===== config.mk =====
export PLATFORM = sky130hd
export DESIGN_NAME = uart_tx_fifo
export DESIGN_NICKNAME = d
export VERILOG_FILES = /design/src/rtl/flexsoc_uart_pkg.sv /design/src/rtl/uart_tx_fifo_sync_fifo.sv /design/src/rtl/uart_tx_fifo.sv
export SDC_FILE = /design/constraint.sdc
export NUM_CORES = 1
export LEC_CHECK = 0
export ABC_CLOCK_PERIOD_IN_PS = 4960
export CAP_MARGIN = 30
export CORE_UTILIZATION = 29
export CTS_BUF_LIST = sky130_fd_sc_hd__clkbuf_8
export CTS_CLUSTER_DIAMETER = 200
export DETAILED_ROUTE_END_ITERATION = 8
export GPL_TIMING_DRIVEN = 0
export HOLD_SLACK_MARGIN = 0.06
export SYNTH_ARGS = -nofsm -noshare
export SYNTH_HDL_FRONTEND = slang
export SYNTH_SLANG_ARGS = --single-unit
export TNS_END_PERCENT = 5

===== constraint.sdc =====
create_clock -name hclk -period 4.96 [get_ports hclk]
set_clock_uncertainty 0.1 [all_clocks]
set_input_delay 1.488 -clock hclk [delete_from_list [all_inputs] [get_ports hclk]]
set_output_delay 1.488 -clock hclk [all_outputs]
set_load 0.01 [all_outputs]

===== src/rtl/flexsoc_uart_pkg.sv =====
// flexsoc_uart_pkg: shared types, constants and helpers for the flexsoc UART blocks
package flexsoc_uart_pkg;

    localparam int UART_DATA_BITS = 8;

    typedef enum logic [1:0] {IDLE, START, DATA, STOP} uart_tx_state_t;

    function automatic int calc_divisor(input int clk_hz, input int baud);
        return (clk_hz + baud / 2) / baud;
    endfunction

endpackage


===== src/rtl/uart_tx_fifo_sync_fifo.sv =====
// sync_fifo: single-clock show-ahead FIFO with occupancy count
module sync_fifo #(
    parameter int WIDTH = 8,
    parameter int DEPTH = 16
) (
    input  logic                   hclk,
    input  logic                   RESET,
    input  logic                   wr_en,
    input  logic [WIDTH-1:0]       wr_data,
    input  logic                   rd_en,
    output logic [WIDTH-1:0]       rd_data,
    output logic                   full,
    output logic                   empty,
    output logic [$clog2(DEPTH):0] level
);

    localparam int AW = $clog2(DEPTH);
    localparam int LW = AW + 1;

    logic [WIDTH-1:0] mem [DEPTH];
    logic [AW-1:0]    wr_ptr;
    logic [AW-1:0]    rd_ptr;
    logic             do_wr;
    logic             do_rd;

    assign full    = level == LW'(DEPTH);
    assign empty   = level == '0;
    assign do_wr   = wr_en & ~full;
    assign do_rd   = rd_en & ~empty;
    assign rd_data = mem[rd_ptr];

    // storage array, written at the tail
    always_ff @(posedge hclk) begin
        if (do_wr) mem[wr_ptr] <= wr_data;
    end

    // pointers wrap naturally because DEPTH is a power of two
    always_ff @(posedge hclk) begin
        if (RESET) begin
            wr_ptr <= '0;
            rd_ptr <= '0;
            level  <= '0;
        end else begin
            wr_ptr <= wr_ptr + AW'(do_wr);
            rd_ptr <= rd_ptr + AW'(do_rd);
            level  <= level + LW'(do_wr) - LW'(do_rd);
        end
    end

endmodule


===== src/rtl/uart_tx_fifo.sv =====
// uart_tx_fifo: buffered 8N1 UART transmitter with CTS flow control at frame boundaries
module uart_tx_fifo
    import flexsoc_uart_pkg::*;
#(
    parameter int CLK_HZ    = 50000000,
    parameter int BAUD      = 115200,
    parameter int DEPTH     = 16,
    parameter int STOP_BITS = 1
) (
    input  logic                      hclk,
    input  logic                      RESET,
    input  logic [UART_DATA_BITS-1:0] in_data,
    input  logic                      in_valid,
    output logic                      in_ready,
    input  logic                      cts_n,
    output logic                      UART_TX,
    output logic                      busy,
    output logic [$clog2(DEPTH):0]    fifo_level
);

    localparam int DIVISOR = calc_divisor(CLK_HZ, BAUD);
    localparam int CW      = $clog2(DIVISOR);
    localparam int LW      = $clog2(DEPTH) + 1;

    if (DIVISOR < 4) begin : g_div_chk
        $error("uart_tx_fifo: DIVISOR must be at least 4");
    end
    if (DEPTH < 2 || (DEPTH & (DEPTH - 1)) != 0) begin : g_depth_chk
        $error("uart_tx_fifo: DEPTH must be a power of two and at least 2");
    end
    if (STOP_BITS != 1 && STOP_BITS != 2) begin : g_stop_chk
        $error("uart_tx_fifo: STOP_BITS must be 1 or 2");
    end

    uart_tx_state_t            state;
    logic [CW-1:0]             baud_cnt;
    logic [2:0]                bit_cnt;
    logic [UART_DATA_BITS-1:0] shift;
    logic [UART_DATA_BITS-1:0] fifo_data;
    logic                      empty;
    logic                      full;
    logic                      tick;
    logic                      wr;
    logic                      pop;
    logic [LW-1:0]             lvl_nxt;

    assign tick    = baud_cnt == CW'(DIVISOR - 1);
    assign wr      = in_valid & in_ready & ~full;
    assign pop     = ~empty & ~cts_n & ((state == IDLE) |
                     ((state == STOP) & tick & (bit_cnt == 3'(STOP_BITS - 1))));
    assign lvl_nxt = fifo_level + LW'(wr) - LW'(pop);
    assign busy    = (state != IDLE) | (fifo_level != '0);

    sync_fifo #(
        .WIDTH (UART_DATA_BITS),
        .DEPTH (DEPTH)
    ) u_fifo (
        .hclk    (hclk),
        .RESET   (RESET),
        .wr_en   (wr),
        .wr_data (in_data),
        .rd_en   (pop),
        .rd_data (fifo_data),
        .full    (full),
        .empty   (empty),
        .level   (fifo_level)
    );

    // ready tracks next-cycle occupancy so it drops on the edge the FIFO fills
    always_ff @(posedge hclk) in_ready <= !RESET && lvl_nxt != LW'(DEPTH);

    // frame sequencer: baud counter, bit counter, shift register and line flop
    always_ff @(posedge hclk) begin
        if (RESET) begin
            state    <= IDLE;
            baud_cnt <= '0;
            bit_cnt  <= '0;
            shift    <= '0;
            UART_TX  <= 1'b1;
        end else begin
            baud_cnt <= (state == IDLE || tick) ? '0 : baud_cnt + 1'b1;
            case (state)
                IDLE: if (pop) begin
                    shift   <= fifo_data;
                    state   <= START;
                    UART_TX <= 1'b0;
                end
                START: if (tick) begin
                    state   <= DATA;
                    bit_cnt <= '0;
                    UART_TX <= shift[0];
                end
                DATA: if (tick) begin
                    if (bit_cnt == 3'(UART_DATA_BITS - 1)) begin
                        state   <= STOP;
                        bit_cnt <= '0;
                        UART_TX <= 1'b1;
                    end else begin
                        bit_cnt <= bit_cnt + 1'b1;
                        shift   <= shift >> 1;
                        UART_TX <= shift[1];
                    end
                end
                STOP: if (tick) begin
                    if (bit_cnt == 3'(STOP_BITS - 1)) begin
                        bit_cnt <= '0;
                        if (pop) begin
                            shift   <= fifo_data;
                            state   <= START;
                            UART_TX <= 1'b0;
                        end else begin
                            state <= IDLE;
                        end
                    end else begin
                        bit_cnt <= bit_cnt + 1'b1;
                    end
                end
            endcase
        end
    end

endmodule


==> reports/summary.txt, run 1 <==
DR vias: 3939
Critical Path Fanout Max: 6
Crit Path Class: primary input to flop
1st-pass router iterations: 5
Die width: 159 um
Core area: 24200 um^2
Register area share after synthesis: 64.2%
Synth unique cells: 56
CP dominant cell by count: nor2_1
Drt wl/cell: 17.4 um
Slowest CP cell: clkdlybuf4s50_1
Layout Cells excl Fill: 844
Synth async-reset ratio: 0%
RSZ-0062 raised after global routing: no
Die Area: 25200 um^2
Fmax: 279 MHz
Worst-path clk slew: 0.09 ns
Number of remaining DRC errors: 0
CTS sink count: 165
Final net count: 545
Final ANT Viol Nets: 0
H-tree levels: 4
Worst hold path type: flop to flop
Drt via density: 4.67
Final setup vio count: 0
Worst VDD drop: 0.000220 V
Rows: 57
Leakage: 0.00265 uW
Tot GR Track Use: 12.3%
MaxCap Viol Count: 0
Area grow syn2layout: 14.0%
Num CTS Buffers: 17
Ports: 20
Crit-path cells: clkdlybuf4s50_1 > nor3_1 > ha_1 > inv_1 > ha_1 > fa_1 > a21oi_1 > nor2_1 > nor2_1 > xor2_1 > nor2_1
Post-DP HPWL: 9910 um
WP buf/inv: 2
Post-CTS Setup Inserts: 0
Dpl ws: 0.763 ns
Final setup margin: 1.37 ns
Gate count of the mapped netlist: 467
Die height: 159 um
Clock tree from TritonCTS: done
Initial antenna violation count: 0
Largest net degree at the start of global routing: 17
Minimum clock period: 3.59 ns
# diodes: 0
Port Buf Inserts: 18
Yosys reg bits: 165
Fill count: 2355
Commonest non-fill, non-tap cell in the layout: edfxtp_1
WP data arrival: 3.82 ns
Layout cells sized above 1: 16.0%
Total congestion overflow: 0
Worst Setup End Kind: flop
Final period util: 72.4%
WP data required: 5.19 ns
Root Buffer: clkbuf_8
Vias in the first global route: 4076
DP Cell Count: 809
Crit path max-delay family: adder cells
P per Cell Area: 459 nW/um^2
Post-Syn Nets: 505
Commonest non-fill, non-tap cells in the layout: 128 x edfxtp_1, 38 x nor2_1, 37 x dfxtp_1, 24 x ha_1
Slew HR: 38.5%
Fin util: 33.6%
Power Total: 3740 uW
Initial DRC Count: 246
Post-route setup TNS: 0 ns
Max Slew Vio Count: 0
Cts hold-fix bufs: 0
Run status: finished, final reports clean
Avg Cell Area, Syn: 15.3 um^2
Post-CTS Resized: 0
EDFF count, synth: 128
Worst-margin pin slew: 0.919 ns
Clk buf depth: 2
RD Place Congestion: 0.784
Synth Warn #: 0
First-pass GRT wire length: 23300 um
Total wire length: 14700 um
Final hold viol count: 0
Synth Flop Type: edfxtp_1
Initial Util: 29.4%
Clk Latency, worst-skew pair: 0.45 ns
Syn Std Cell Area: 7140 um^2
CP peak stage delay: 0.50 ns
Crit start category: primary input
[synth_stat cells, types with 4 or more instances]
library cell | number | share of area, %
nor2_1 | 38 | 2.0
buf_2 | 6 | 0.42
ha_1 | 24 | 4.2
xnor2_1 | 11 | 1.3
a311oi_1 | 4 | 0.49
clkbuf_1 | 8 | 0.42
mux4_1 | 8 | 2.9
nand2_1 | 16 | 0.84
xor2_1 | 7 | 0.86
mux4_2 | 20 | 6.3
nor3_1 | 9 | 0.63
nand2b_1 | 15 | 1.3
o22ai_1 | 4 | 0.35
nand3_1 | 7 | 0.49
mux2_2 | 4 | 0.63
o21ai_0 | 7 | 0.49
dfxtp_1 | 37 | 10
inv_1 | 20 | 1.1
a22o_1 | 4 | 0.49
edfxtp_1 | 128 | 54
nor2b_1 | 11 | 0.96
mux2i_1 | 9 | 1.3
a21oi_1 | 17 | 1.2
[power breakdown]
part | internal, uW | switching, uW
registers | 1580 | 66.6
clock network | 409 | 529
logic | 568 | 586
[registers in the layout, summed over array words and instances (netlist names)]
name,cells
u_fifo.rd_ptr,4
u_fifo.mem,128
state,2
u_fifo.level,5
bit_cnt,3
shift,8
u_fifo.wr_ptr,4
in_ready,1
baud_cnt,9
UART_TX,1
[metrics by stage]
stage	area, um^2	hold slack (ns)
6_report	8140	0.375
5_1_grt	8140	0.401
4_1_cts	8120	0.377
3_5_place_dp	7740	0.363
3_3_place_gp	7720	0.346
2_1_floorplan	7140	0.333
[worst min-delay path, delay by kind of cell (launching register included)]
kind	cells	cell delay (ns)
flip-flops	1	0.32
AND/OR/NAND/NOR	1	0.06
AO/OA/AOI/OAI	1	0.06
[logic make-up (layout without fill, tap and decap cells)]
family,after synthesis,count (layout),synth area share (%)
flops,165,165,64.2
simple gates,114,114,8.57
compound gates,61,61,5.94
buf+inv,42,95,3.12
mux,41,41,11.2
fa+ha+maj,26,26,4.77
xor+xnor,18,18,2.21
[worst paths after layout]
kind | from | end | slack (ns) | cells after the start
setup / recovery | cts_n | u_fifo.level[4] | 1.37 | 11
hold / removal | shift[4] | shift[4] | 0.38 | 2
setup reg to reg | baud_cnt[0] | u_fifo.level[4] | 1.82 | 15
hold reg to reg | shift[4] | shift[4] | 0.38 | 2
[area by class of cell]
cell class | instances | area [um^2] | area share [%]
Sequential cell | 165 | 4580 | 56.3
Multi-Input combinational cell | 260 | 2350 | 28.9
Tap cell | 324 | 405 | 4.98
Clock buffer | 17 | 234 | 2.88
Timing Repair Buffer | 21 | 200 | 2.46
Buffer | 22 | 148 | 1.81
Clock inverter | 15 | 140 | 1.72
Inverter | 20 | 75.1 | 0.923
[metal layers]
metal | vias to the layer above | GRT usage, % | part of all wire, %
li1 | 1855 | - | -
met1 | 1987 | 15.9 | 45
met2 | 84 | 19.9 | 49
met3 | 13 | 3.63 | 5.5
met4 | 0 | 3.85 | 1.2
met5 | - | 0 | 0
(Power assumes the default switching activity.)
==> inputs of run 2 (changes only) <==
--- a/config.mk
+++ b/config.mk
@@ -5,7 +5,7 @@
 export SDC_FILE = /design/constraint.sdc
 export NUM_CORES = 1
 export LEC_CHECK = 0
-export ABC_CLOCK_PERIOD_IN_PS = 4960
+export ABC_CLOCK_PERIOD_IN_PS = 3500
 export CAP_MARGIN = 30
 export CORE_UTILIZATION = 29
 export CTS_BUF_LIST = sky130_fd_sc_hd__clkbuf_8
==> constraint.sdc (replaced) <==
create_clock -name hclk -period 3.5 [get_ports hclk]
set_clock_uncertainty 0.1 [all_clocks]
set_input_delay 1.05 -clock hclk [delete_from_list [all_inputs] [get_ports hclk]]
set_output_delay 1.05 -clock hclk [all_outputs]
set_load 0.01 [all_outputs]
==> results of run 2 <==
The final DEF is identical to that of run 1. Status: finished, final reports clean.
Among the figures that moved: setup slack after placement 0.763 ns -> -0.259 ns; setup slack after layout 1.37 ns -> 0.348 ns; register-to-register setup slack 1.82 ns -> 0.36 ns; total power 3740 uW -> 5300 uW; worst IR drop on VDD 0.000220 V -> 0.000312 V
==> inputs of run 3 (changes only) <==
--- a/config.mk
+++ b/config.mk
@@ -7,6 +7,7 @@
 export LEC_CHECK = 0
 export ABC_CLOCK_PERIOD_IN_PS = 3500
 export CAP_MARGIN = 30
+export CORE_ASPECT_RATIO = 1.75
 export CORE_UTILIZATION = 29
 export CTS_BUF_LIST = sky130_fd_sc_hd__clkbuf_8
 export CTS_CLUSTER_DIAMETER = 200
==> run 3 against run 2 <==
Compared with the run above: sequential power hardly changed; largest power group unchanged; highest routed layer unchanged; flip-flop and latch count did not move; fmax decreased by 0.64%; die area is essentially flat.
==> reports/summary.txt, run 3 (synthesized netlist as in run 1, its figures left out) <==
Worst VDD drop: 0.000254 V
Slew HR: 35.6% (-2.9 points)
P per Cell Area: 650 nW/um^2
Critical Path Fanout Max: 7 (+1)
Final ANT Viol Nets: 0 (unchanged)
DR vias: 3970 (+0.79%)
Fill count: 2338 (-0.72%)
Tot GR Track Use: 12.8% (+0.49 points)
Initial antenna violation count: 0 (unchanged)
Total congestion overflow: 0 (unchanged)
Die height: 210 um (+32%)
Initial DRC Count: 313 (+27%)
Flop-to-flop setup slack: 0.42 ns
Commonest non-fill, non-tap cells in the layout: 128 x edfxtp_1, 38 x nor2_1, 37 x dfxtp_1, 24 x ha_1
1st-pass router iterations: 4 (-1)
Die width: 121 um (-24%)
Minimum clock period: 3.17 ns
Number of remaining DRC errors: 0 (unchanged)
Final net count: 544 (-0.18%)
Net Sw Power: 1600 uW
Ports: 20 (unchanged)
Largest net degree at the start of global routing: 17 (unchanged)
Clock tree from TritonCTS: done
Layout cells sized above 1: 14.9% (-1.1 points)
Worst hold path type: flop to flop
Max reg flops: 128 (unchanged)
Hold Slack: 0.375 ns (-0.000102 ns)
Fmax: 315 MHz
Comb power frac: 30.9% (about the same)
Max Slew Vio Count: 0 (unchanged)
CTS sink count: 165 (unchanged)
Clk buf depth: 2 (unchanged)
Layout Cells excl Fill: 826 (-2.1%)
Final hold viol count: 0 (unchanged)
Crit Path Class: flop to output port
Final setup margin: 0.327 ns
Run status: finished, final reports clean
Dpl ws: -0.236 ns
Cts hold-fix bufs: 0 (unchanged)
Crit start category: flop
Fin util: 33.7% (+0.14 points)
Num CTS Buffers: 17 (unchanged)
H-tree levels: 4 (unchanged)
Hold path depth: 1 (-1)
RD Place Congestion: 0.762 (-2.7%)
Port Buf Inserts: 18 (unchanged)
MaxCap Viol Count: 0 (unchanged)
Internal: 3660 uW
Rows: 75 (+32%)
Commonest non-fill, non-tap cell in the layout: edfxtp_1
Clk Latency, worst-skew pair: 0.45 ns (about the same)
Total wire length: 15100 um (+2.3%)
Hold_sp: baud_cnt[0]
Sequential Power Share: 44.3% (+0.3 points)
Clock Power Share: 24.9% (-0.2 points)
Drt wl/cell: 18.2 um (+4.5%)
Root Buffer: clkbuf_8
FF-to-FF path depth: 15 (unchanged)
First-pass GRT wire length: 23700 um (+1.8%)
Die Area: 25300 um^2 (about the same)
Sw Ratio: 30.3%
Worst-margin pin slew: 0.963 ns (+0.0437 ns)
Drt via density: 4.81 (+3.0%)
Core area: 24000 um^2 (-0.93%)
Post-route setup TNS: 0 ns (unchanged)
# diodes: 0 (unchanged)
Largest registers: u_fifo.mem: 128 flops, baud_cnt: 9 flops, shift: 8 flops
DP Cell Count: 795 (-1.7%)
Reg2reg start: baud_cnt[0]
WP data required: 2.35 ns
Leakage: 0.00263 uW (-0.93%)
Largest register by flop count: u_fifo.mem
Reg2reg end: u_fifo.level[4]
Worst-path clk slew: 0.08 ns (about the same)
Worst Setup End Kind: output port
Hold Path Sink: baud_cnt[0]
Initial Util: 29.7% (+0.28 points)
Final period util: 90.6%
RSZ-0062 raised after global routing: no
Final setup vio count: 0 (unchanged)
Area grow syn2layout: 13.4%
WP data arrival: 2.02 ns
Vias in the first global route: 4265 (+4.6%)
Post-DP HPWL: 11000 um (+11%)
run 3: cell count changes in the layout (fill, tap and decap cells not counted), moves of 2 or more:
cell / before / now
buf_2: 6 / 8
buf_4: 4 / 2
clkinv_1: 2 / 4
clkinvlp_4: 1 / 3
inv_6: 7 / 1
nor3_1: 5 / 7
nor3_2: 5 / 3
run 3: critical path, cell delays in order, from the launching register on:
cell             delay [ns]
dfxtp_1                0.34
inv_1                  0.09
ha_1                   0.17
nor4b_4                0.39
nand2_1                0.10
clkdlybuf4s50_1        0.48
run 3: through the flow:
| step | total power, uW | area, um^2 |
|---|---|---|
| final | 5260 | 8090 |
| after global routing | 5550 | 8090 |
| after CTS | 5310 | 8090 |
| after detailed placement | 4010 | 7720 |
| after global placement | 3960 | 7700 |
| after floorplan | 3560 | 7140 |
run 3: layout make-up:
cell class	count	area [um^2]	share of cell area [%]
plain buffers	22	148	1.82
clock buffers	17	234	2.89
clock inverters	14	138	1.70
inverters	20	75.1	0.928
multi-input cells	260	2340	28.9
flip-flops and latches	165	4580	56.6
well taps	308	385	4.76
repair buffers	20	190	2.35
run 3: how the worst max path moves through the flow:
stage                         start                to  slack (ns)  cells past startpoint
finish              u_fifo.level[3]              busy        0.33                      5
global route            baud_cnt[0]          in_ready        0.12                     16
detailed placement         in_valid          in_ready       -0.24                     12
global placement           in_valid  u_fifo.mem[0][2]       -0.53                      4
CTS                 u_fifo.level[3]          in_ready        0.11                     14
floorplan                  in_valid          in_ready        0.60                     11
run 3: power by group through the flow:
stage | combinational [uW] | clock, uW | sequential (uW)
finish | 1620 | 1310 | 2330
global placement | 1600 | 0 | 2370
floorplan | 1190 | 0 | 2370
detailed placement | 1640 | 0 | 2370
global route | 1780 | 1410 | 2350
CTS | 1650 | 1330 | 2330
run 3: metal layers:
metal	part of all wire (%)	vias up	track usage, %	wire length (um)
met5	0	-	0	0
met4	3.2	0	6.30	481
met3	2.2	25	2.31	332
met2	58	74	24.9	8790
met1	36	2014	12.7	5450
li1	-	1857	-	-
run 3: timing repair:
item | 4_1_cts | 5_1_grt
resized for setup | 0 | 1
buffers inserted | 0 | 0
setup endpoints to repair | 0 | 2
